## src/rtl/mazegen_pkg.sv

```systemverilog
// ---------------------------------------------------------------------------
// mazegen_pkg
// Shared definitions for the maze generator:
//   mazegen_state_e   - controller states (IDLE, FILL, CARVE, OPEN, DONE)
//   LFSR_TAPS         - feedback mask for taps 16,14,13,11 (bits 15,13,12,10)
//   LFSR_SEED_DEFAULT - value loaded on reset and in place of a zero seed
// ---------------------------------------------------------------------------
package mazegen_pkg;

    typedef enum logic [2:0] {
        IDLE  = 3'd0,
        FILL  = 3'd1,
        CARVE = 3'd2,
        OPEN  = 3'd3,
        DONE  = 3'd4
    } mazegen_state_e;

    localparam logic [15:0] LFSR_TAPS         = 16'hB400;
    localparam logic [15:0] LFSR_SEED_DEFAULT = 16'hACE1;

endpackage

```

## src/rtl/mazegen_lfsr.sv

```systemverilog
// ---------------------------------------------------------------------------
// mazegen_lfsr
// 16-bit Fibonacci LFSR, taps 16,14,13,11. Shifts left; the XOR of the tap
// bits enters at bit 0, which is the bit the carver consumes.
// Ports:
//   clk   in   clock
//   rst   in   asynchronous active-high reset, loads LFSR_SEED_DEFAULT
//   load  in   load seed (a zero seed is replaced by LFSR_SEED_DEFAULT,
//              because the all-zero state would lock the register)
//   seed  in   16-bit seed value
//   step  in   advance one position (ignored while load is high)
//   value out  current register contents
// ---------------------------------------------------------------------------
module mazegen_lfsr
    import mazegen_pkg::*;
(
    input  logic        clk,
    input  logic        rst,
    input  logic        load,
    input  logic [15:0] seed,
    input  logic        step,
    output logic [15:0] value
);

    logic [15:0] value_q;
    logic [15:0] value_d;

    always_comb begin
        value_d = value_q;
        if (load) begin
            value_d = (seed == 16'h0000) ? LFSR_SEED_DEFAULT : seed;
        end else if (step) begin
            value_d = {value_q[14:0], ^(value_q & LFSR_TAPS)};
        end
    end

    always_ff @(posedge clk or posedge rst) begin
        if (rst) begin
            value_q <= LFSR_SEED_DEFAULT;
        end else begin
            value_q <= value_d;
        end
    end

    assign value = value_q;

endmodule

```

## src/rtl/maze_generator.sv

```systemverilog
// ---------------------------------------------------------------------------
// maze_generator
// Builds a perfect maze with the binary-tree algorithm. The grid is
// size x size; cells sit at odd (x,y), everything else starts as wall.
// Sequence: FILL rewrites every row to all-ones (one row per cycle),
// CARVE visits one cell per cycle in row-major order and knocks out either
// its north or east wall, OPEN punches the entrance (row 0, column 1) and the
// exit (last row, column ex), then DONE holds the result.
//
// Handshake: start is a single-cycle request with no ready signal. It is
// accepted only when the controller is in IDLE or DONE (busy=0); a start seen
// while busy is dropped. seed is sampled in the same cycle as an accepted
// start. done stays high, and maze stays frozen, until the next accepted
// start or reset.
//
// Build option: MAZEGEN_RANDOM_EXIT_EN - when defined, the exit column is
// drawn from the LFSR in OPEN; otherwise it is fixed at size-2.
//
// Ports:
//   clk      in   rising-edge clock
//   rst      in   asynchronous active-high reset
//   start    in   one-cycle generate request
//   seed     in   16-bit LFSR seed (0 selects 16'hACE1)
//   maze     out  size rows of size bits, maze[y][x], 1 = wall
//   busy     out  high in FILL, CARVE, OPEN
//   done     out  high in DONE
//   state_o  out  current controller state (debug)
//   lfsr_o   out  current LFSR contents (debug)
// ---------------------------------------------------------------------------
module maze_generator
    import mazegen_pkg::*;
#(
    parameter int size = 9,
    parameter int N    = 4
) (
    input  logic            clk,
    input  logic            rst,
    input  logic            start,
    input  logic [15:0]     seed,
    output logic [size-1:0] maze [size],
    output logic            busy,
    output logic            done,
    output logic [2:0]      state_o,
    output logic [15:0]     lfsr_o
);

    localparam logic [N-1:0] ONE        = N'(1);
    localparam logic [N-1:0] TWO        = N'(2);
    localparam logic [N-1:0] CELL_FIRST = N'(1);
    localparam logic [N-1:0] CELL_LAST  = N'(size - 2);
    localparam logic [N-1:0] ROW_LAST   = N'(size - 1);

    mazegen_state_e  state_q, state_d;
    logic [N-1:0]    cx_q, cx_d;
    logic [N-1:0]    cy_q, cy_d;
    logic [size-1:0] maze_q [size];
    logic [size-1:0] maze_d [size];

    logic            lfsr_load;
    logic            lfsr_step;
    logic [15:0]     lfsr_value;

    logic [N-1:0]    east_x;
    logic [N-1:0]    north_y;
    logic [N-1:0]    exit_x;

    mazegen_lfsr u_lfsr (
        .clk   (clk),
        .rst   (rst),
        .load  (lfsr_load),
        .seed  (seed),
        .step  (lfsr_step),
        .value (lfsr_value)
    );

    assign east_x  = cx_q + ONE;
    assign north_y = cy_q - ONE;

`ifdef MAZEGEN_RANDOM_EXIT_EN
    // Mask covers enough LFSR bits to index every cell column; the result is
    // always odd, and anything past the last cell column is pulled back to it.
    localparam int HALF_CELLS = (size - 1) / 2;
    localparam int EXIT_MASK  = (1 << $clog2(HALF_CELLS)) - 1;

    logic [15:0] exit_wide;

    always_comb begin
        exit_wide = ((lfsr_value & 16'(EXIT_MASK)) << 1) | 16'd1;
        if (exit_wide > 16'(size - 2)) begin
            exit_wide = 16'(size - 2);
        end
    end

    assign exit_x = exit_wide[N-1:0];
`else
    assign exit_x = CELL_LAST;
`endif

    always_comb begin
        state_d   = state_q;
        cx_d      = cx_q;
        cy_d      = cy_q;
        maze_d    = maze_q;
        lfsr_load = 1'b0;
        lfsr_step = 1'b0;

        case (state_q)
            IDLE, DONE: begin
                if (start) begin
                    lfsr_load = 1'b1;
                    cy_d      = '0;
                    cx_d      = CELL_FIRST;
                    state_d   = FILL;
                end
            end

            FILL: begin
                // cy doubles as the row pointer while filling
                maze_d[cy_q] = '1;
                if (cy_q == ROW_LAST) begin
                    cy_d    = CELL_FIRST;
                    cx_d    = CELL_FIRST;
                    state_d = CARVE;
                end else begin
                    cy_d = cy_q + ONE;
                end
            end

            CARVE: begin
                lfsr_step            = 1'b1;
                maze_d[cy_q][cx_q]   = 1'b0;
                // Top row can only go east; right column can only go north;
                // the top-right cell is the root of the tree and keeps both.
                if (cy_q == CELL_FIRST) begin
                    if (cx_q != CELL_LAST) begin
                        maze_d[cy_q][east_x] = 1'b0;
                    end
                end else if (cx_q == CELL_LAST) begin
                    maze_d[north_y][cx_q] = 1'b0;
                end else if (lfsr_value[0]) begin
                    maze_d[north_y][cx_q] = 1'b0;
                end else begin
                    maze_d[cy_q][east_x] = 1'b0;
                end

                if (cx_q == CELL_LAST) begin
                    cx_d = CELL_FIRST;
                    if (cy_q == CELL_LAST) begin
                        state_d = OPEN;
                    end else begin
                        cy_d = cy_q + TWO;
                    end
                end else begin
                    cx_d = cx_q + TWO;
                end
            end

            OPEN: begin
                maze_d[0][1]             = 1'b0;
                maze_d[ROW_LAST][exit_x] = 1'b0;
                state_d                  = DONE;
            end

            default: begin
                state_d = IDLE;
            end
        endcase
    end

    always_ff @(posedge clk or posedge rst) begin
        if (rst) begin
            state_q <= IDLE;
            cx_q    <= CELL_FIRST;
            cy_q    <= CELL_FIRST;
            for (int r = 0; r < size; r++) begin
                maze_q[r] <= '1;
            end
        end else begin
            state_q <= state_d;
            cx_q    <= cx_d;
            cy_q    <= cy_d;
            maze_q  <= maze_d;
        end
    end

    assign maze    = maze_q;
    assign busy    = (state_q == FILL) || (state_q == CARVE) || (state_q == OPEN);
    assign done    = (state_q == DONE);
    assign state_o = state_q;
    assign lfsr_o  = lfsr_value;

endmodule

```

## config.mk

```make
export PLATFORM = sky130hd
export DESIGN_NAME = maze_generator
export DESIGN_NICKNAME = d
export VERILOG_FILES = /design/src/rtl/mazegen_pkg.sv /design/src/rtl/mazegen_lfsr.sv /design/src/rtl/maze_generator.sv
export SDC_FILE = /design/constraint.sdc
export NUM_CORES = 1
export LEC_CHECK = 0
export CAP_MARGIN = 10
export CORE_MARGIN = 2
export CORE_UTILIZATION = 56
export DETAILED_ROUTE_END_ITERATION = 8
export GPL_TIMING_DRIVEN = 0
export HOLD_SLACK_MARGIN = 0.05
export PLACE_DENSITY = 0.95
export SKIP_CTS_REPAIR_TIMING = 1
export SYNTH_ARGS = -nofsm -noshare
export SYNTH_HDL_FRONTEND = slang
export SYNTH_HIERARCHICAL = 1
export SYNTH_SLANG_ARGS = --single-unit
```

## constraint.sdc

```tcl
create_clock -name clk -period 6.37 [get_ports clk]
set_clock_uncertainty 0.1 [all_clocks]
set_input_delay 1.274 -clock clk [delete_from_list [all_inputs] [get_ports clk]]
set_output_delay 1.274 -clock clk [all_outputs]
set_load 0.01 [all_outputs]
```

==> results of run 1 <==
## worst reg2reg max path, cell delays in order, from the launching register on
cell and delay, ps:
dfstp_2 430, inv_1 140, ha_1 370, inv_1 180
nor3_1 670, a31oi_1 360, or3_1 510, o22a_1 190
## power groups by stage
| stage | clock, mW | sequential, mW | combinational (mW) |
|---|---|---|---|
| 6_report | 0.393 | 1.13 | 1.60 |
| 5_1_grt | 0.423 | 1.16 | 1.70 |
| 4_1_cts | 0.394 | 1.13 | 1.57 |
| 3_5_place_dp | 0 | 1.14 | 1.56 |
| 3_3_place_gp | 0 | 1.13 | 1.52 |
| 2_1_floorplan | 0 | 1.19 | 0.812 |
## state kept, by name, indices dropped and copies added (netlist names)
name and count:
maze 81, u_lfsr/value 16, cx_q 4, cy_q 4, state_o 3
## through the flow
stage,hold WS (ps),total power [mW]
after floorplan,376.3,2.005
after global placement,357.6,2.646
after detailed placement,367.2,2.702
after CTS,383.1,3.097
after global routing,399.5,3.283
final,380.5,3.126
## cells in the mapped netlist (5+ instances only)
master	instances
a211o_1	12
a21oi_1	44
a221oi_1	7
a31oi_1	13
buf_2	16
clkbuf_1	8
dfrtp_1	17
dfstp_2	91
ha_1	11
inv_1	18
mux2_2	7
mux2i_1	9
nand2_1	59
nand2b_1	6
nand3_1	6
nor2_1	41
nor3_1	22
nor4_1	5
o21ai_0	39
o22a_1	29
o22a_2	7
o32a_1	7
## layer usage
metal / part of all wire [%] / up-vias / global-route usage (%)
li1: - / 2392 / -
met1: 38 / 2751 / 45.08
met2: 49 / 385 / 58.85
met4: 3.8 / 0 / 16.26
met5: 0 / - / 0
met3: 9.3 / 66 / 6.070
## final timing paths
path / endpoint / depth (start not counted) / slack (ps) / start
worst max register to register: maze[60]$_DFFE_PP1P_ / 7 / 3340 / cy_q[0]$_DFFE_PP1P_
min in group asynchronous: cx_q[3]$_DFFE_PP0P_ / 2 / 1180 / rst
worst min register to register: maze[25]$_DFFE_PP1P_ / 2 / 380 / maze[25]$_DFFE_PP1P_
worst min-delay path: maze[25]$_DFFE_PP1P_ / 2 / 380 / maze[25]$_DFFE_PP1P_
max in group asynchronous: maze[14]$_DFFE_PP1P_ / 3 / 4320 / rst
worst max-delay path: done / 4 / 3180 / state_o[2]$_DFFE_PP0P_
## cell families (layout without fill, tap and decap cells)
group	count (synthesis)	in the layout	share of synthesized area, %
AOI/OAI and AO/OA	201	201	25.25
xor gates and xnor gates	9	9	1.739
buffers and inverters	47	183	4.079
DFF	108	108	48.33
and+or+nand+nor	174	174	15.09
muxes	17	17	3.156
adders and majority gates	11	11	2.361
## layout make-up
type / count / area (um^2) / area share (%)
sequential: 108 / 2816 / 38.06
multi-input combinational: 412 / 2774 / 37.48
timing repair buffer: 121 / 1229 / 16.60
buffer: 29 / 170.2 / 2.299
tap: 136 / 170.2 / 2.299
clock buffer: 9 / 123.9 / 1.674
inverter: 18 / 70.07 / 0.9467
clock inverter: 6 / 47.55 / 0.6424
==> results.sh, run 1 <==
export IMPL_slew_headroom_pct=12.47
export IMPL_crit_chain="clkbuf_1 > nand2_1 > inv_1 > clkdlybuf4s50_1"
export IMPL_place_inst=824
export IMPL_p_switching_mw=1.326
export IMPL_crit_path_top_delay_cell="clkdlybuf4s50_1"
export IMPL_syn_cell_area_um2=5828
export IMPL_crit_fanout=10
export IMPL_finalWorstSetupSlack_ps=3182
export IMPL_cap_violations=0
export IMPL_gp_congestion=0.9719
export IMPL_seq_power_share_pct=36.3
export IMPL_final_hold_violation_count=0
export IMPL_synthArstFlopShare_pct=100.0
export IMPL_final_period_utilization_pct=50.04
export IMPL_cts_sinks=108
export IMPL_yosysWarnings=6
export IMPL_die_x_um=106.0
export IMPL_critPathBufInv=3
export IMPL_route_detailed_wl_per_inst_um=23.10
export IMPL_ys_ff_latch=108
export IMPL_fin_cells=839
export IMPL_drive_gt1_share_pct=23.61
export IMPL_design_die_area_um2=11240
export IMPL_clkSlewWorstSetupHoldPaths_ps=110
export IMPL_setup_tns_ps=0
export IMPL_clkLatencyLatePin_ps=380
export IMPL_avgSynthCellArea_um2=10.28
export IMPL_drt_total_wl_mm=19.39
export IMPL_finish_instance_area_um2=7401
export IMPL_grt_pass1_wl_mm=30.26
export IMPL_nFillCells=728
export IMPL_min_path_type="register to register"
export IMPL_viasPerCell=6.667
export IMPL_pwr_share_clk_pct=12.6
export IMPL_die_h_um=106.0
export IMPL_drv_slew=0
export IMPL_clockRootBuffer="clkbuf_8"
export IMPL_grt_pass1_vias=5515
export IMPL_drtIter0Drc=474
export IMPL_grt_max_degree=62
export IMPL_arrival_ps=1810
export IMPL_place_ws_ps=3206
export IMPL_fin_util_pct=72.34
export IMPL_critPathTopFamily="buffers and inverters"
export IMPL_nets=729
export IMPL_combPwrFrac_pct=51.1
export IMPL_fmax_ghz=0.3137
export IMPL_syn_inst=567
export IMPL_synth_top_cell_area_share_pct=41.03
export IMPL_cts_buffers=9
export IMPL_critPathKind="register to output port"
export IMPL_antenna_found_initial=0
export IMPL_dr_pass1_iters=7
export IMPL_via_count=5594
export IMPL_drc=0
export IMPL_core_area_um2=10230
export IMPL_cts_tree="yes"
export IMPL_portBuffers=120
export IMPL_track_usage_pct=35.30
export IMPL_ir_worst_vdd_v=0.0002467
export IMPL_cp_end_kind="output port"
export IMPL_rsz0062_at_grt="no"
export IMPL_final_common_cell="clkdlybuf4s50_1"
export IMPL_synth_edff_count=0
export IMPL_syn2layout_area_growth_pct=26.99
export IMPL_initial_utilization_pct=56.96
export IMPL_setup_viol=0
export IMPL_synth_main_ff_cell="dfstp_2"
export IMPL_outcome="complete, no violations"
export IMPL_switching_share_pct=42.42
export IMPL_final_cell_mix="clkdlybuf4s50_1 (120), dfstp_2 (91), nand2_1 (59), a21oi_1 (44), nor2_1 (41)"
export IMPL_syn_nets=597
export IMPL_worstSetupStartpointType="register"
export IMPL_synthDistinctLibCells=74
export IMPL_yosysSeqAreaShare_pct=48.33
export IMPL_required_ps=5000
export IMPL_overflow=0
export IMPL_powerDensity_nw_per_um2=422.4
export IMPL_antenna_left=0
export IMPL_critPathMaxStageDelay_ps=540
export IMPL_p_leak_nw=2.787
export IMPL_clockBufferDepth=2
export IMPL_dpl_hpwl_mm=14.53
export IMPL_synth_top_cells_by_area="dfstp_2 (41%), dfrtp_1 (7.3%), o22a_1 (4.4%)"
export IMPL_dpl_cell_area_um2=7229
export IMPL_antennaDiodeCount=0
export IMPL_tightestPinTransition_ps=1303
export IMPL_finalWorstPathRequiredPeriod_ps=3188
export IMPL_num_io_pins=121
export IMPL_htreeDepth=3
export IMPL_internal_power_mw=1.800
export IMPL_num_rows=37
export IMPL_synth_largest_area_cell="dfstp_2"
Note: power is estimated with default switching activity, not from simulation.
==> inputs of run 2 (changes only) <==
CORE_UTILIZATION = 47   (was 56)
PLACE_DENSITY = 0.89   (was 0.95)
clock period = 2.8 ns   (was 6.37 ns; I/O delays follow)
==> results.sh, run 2 (synthesized netlist as in run 1, its figures left out) <==
export IMPL_powerDensity_nw_per_um2=995.4
export IMPL_num_io_pins=121
export IMPL_slew_headroom_pct=26.34
export IMPL_tightestPinTransition_ps=1096
export IMPL_drt_total_wl_mm=19.74
export IMPL_overflow=0
export IMPL_grt_pass1_wl_mm=30.53
export IMPL_dpl_hpwl_mm=14.93
export IMPL_die_x_um=115.4
export IMPL_clockBufferDepth=2
export IMPL_die_h_um=115.4
export IMPL_nets=730
export IMPL_p_leak_nw=2.871
export IMPL_worstSetupStartpointType="register"
export IMPL_via_count=5469
export IMPL_track_usage_pct=30.54
export IMPL_final_period_utilization_pct=99.22
export IMPL_critPathKind="register to register"
export IMPL_initial_utilization_pct=48.32
export IMPL_cts_sinks=108
export IMPL_fin_util_pct=63.63
export IMPL_cts_tree="yes"
export IMPL_holdPathStages=2
export IMPL_cp_end_kind="register"
export IMPL_htreeDepth=3
export IMPL_outcome="complete, no violations"
export IMPL_setup_viol=0
export IMPL_clockRootBuffer="clkbuf_16"
export IMPL_drtIter0Drc=530
export IMPL_finalWorstSetupSlack_ps=21.84
export IMPL_grt_max_degree=34
export IMPL_grt_pass1_vias=5450
export IMPL_place_ws_ps=-193.3
export IMPL_drive_gt1_share_pct=25.39
export IMPL_viasPerCell=6.265
export IMPL_hold_ws_ps=375.1
export IMPL_dr_pass1_iters=5
export IMPL_drv_slew=0
export IMPL_drc=0
export IMPL_final_hold_violation_count=0
export IMPL_core_area_um2=12060
export IMPL_route_detailed_wl_per_inst_um=22.61
export IMPL_clkLatencyLatePin_ps=360
export IMPL_final_common_cell="clkdlybuf4s50_1"
export IMPL_arrival_ps=2960
export IMPL_setup_tns_ps=0
export IMPL_syn2layout_area_growth_pct=31.69
export IMPL_ir_worst_vdd_v=0.0006078
export IMPL_antennaDiodeCount=0
export IMPL_reg2regPathDepth=7
export IMPL_p_total_mw=7.639
export IMPL_final_cell_mix="clkdlybuf4s50_1 (120), dfstp_2 (91), nand2_1 (58), a21oi_1 (43), nor2_1 (41)"
export IMPL_finalWorstPathRequiredPeriod_ps=2778
export IMPL_required_ps=2980
export IMPL_largest_reg_flops=81
export IMPL_min_path_type="register to register"
export IMPL_crit_fanout=9
export IMPL_portBuffers=120
export IMPL_cap_violations=0
export IMPL_cts_buffers=9
export IMPL_fmax_ghz=0.3600
export IMPL_antenna_found_initial=0
export IMPL_num_rows=40
export IMPL_design_die_area_um2=13310
export IMPL_gp_congestion=0.9604
export IMPL_clkSlewWorstSetupHoldPaths_ps=70
export IMPL_antenna_left=0
-- run 2: changes by cell type in the layout (fill, tap and decap cells not counted), sizes merged --
cell    before  now
clkbuf      17   21
inv         21   18
buf         22   20
clkinv       2    4
bufinv       0    1
-- run 2: final cells by class --
cell class / count / area [um^2]
Buffer: 29 / 181.4
Clock buffer: 10 / 229.0
Clock inverter: 6 / 62.56
Fill cell: 962 / 4387
Inverter: 18 / 71.32
Multi-Input combinational cell: 412 / 2863
Sequential cell: 108 / 2816
Tap cell: 168 / 210.2
Timing Repair Buffer: 122 / 1241
-- run 2: path summary, 6_finish.rpt --
kind | startpoint | end | slack, ps
max in group asynchronous | rst | maze[28]$_DFFE_PP1P_ | 1140
setup / recovery | cy_q[0]$_DFFE_PP1P_ | maze[55]$_DFFE_PP1P_ | 20
setup reg to reg | cy_q[0]$_DFFE_PP1P_ | maze[55]$_DFFE_PP1P_ | 20
hold / removal | maze[25]$_DFFE_PP1P_ | maze[25]$_DFFE_PP1P_ | 380
hold reg to reg | maze[25]$_DFFE_PP1P_ | maze[25]$_DFFE_PP1P_ | 380
min in group asynchronous | rst | u_lfsr/value[2]$_DFFE_PP0P_ | 540
-- run 2: per-stage QoR --
step	std cells	instance area [um^2]
after floorplan	567	5832
after global placement	855	7243
after detailed placement	857	7283
after CTS	873	7575
after global routing	873	7675
final	873	7675
-- run 2: report_power, final --
part           internal (mW)  switching (mW)  total (mW)
logic                   1.61            2.17        3.78
clock network          0.694           0.573        1.27
registers               2.23           0.362        2.59
-- run 2: layer usage --
layer | vias up | part of all wire [%] | GRT usage (%)
met5 | - | 0 | 0
met4 | 0 | 3.7 | 14.78
met3 | 55 | 8.2 | 7.116
met2 | 293 | 49 | 50.41
met1 | 2725 | 39 | 37.76
li1 | 2396 | - | -
-- run 2: worst max-delay path: stages (launching register included) --
cell     delay (ps)
dfstp_2         660
ha_2            300
or3b_1          380
buf_6           160
nand2_2         220
a21o_1          320
nand2_1         180
o32a_1          370
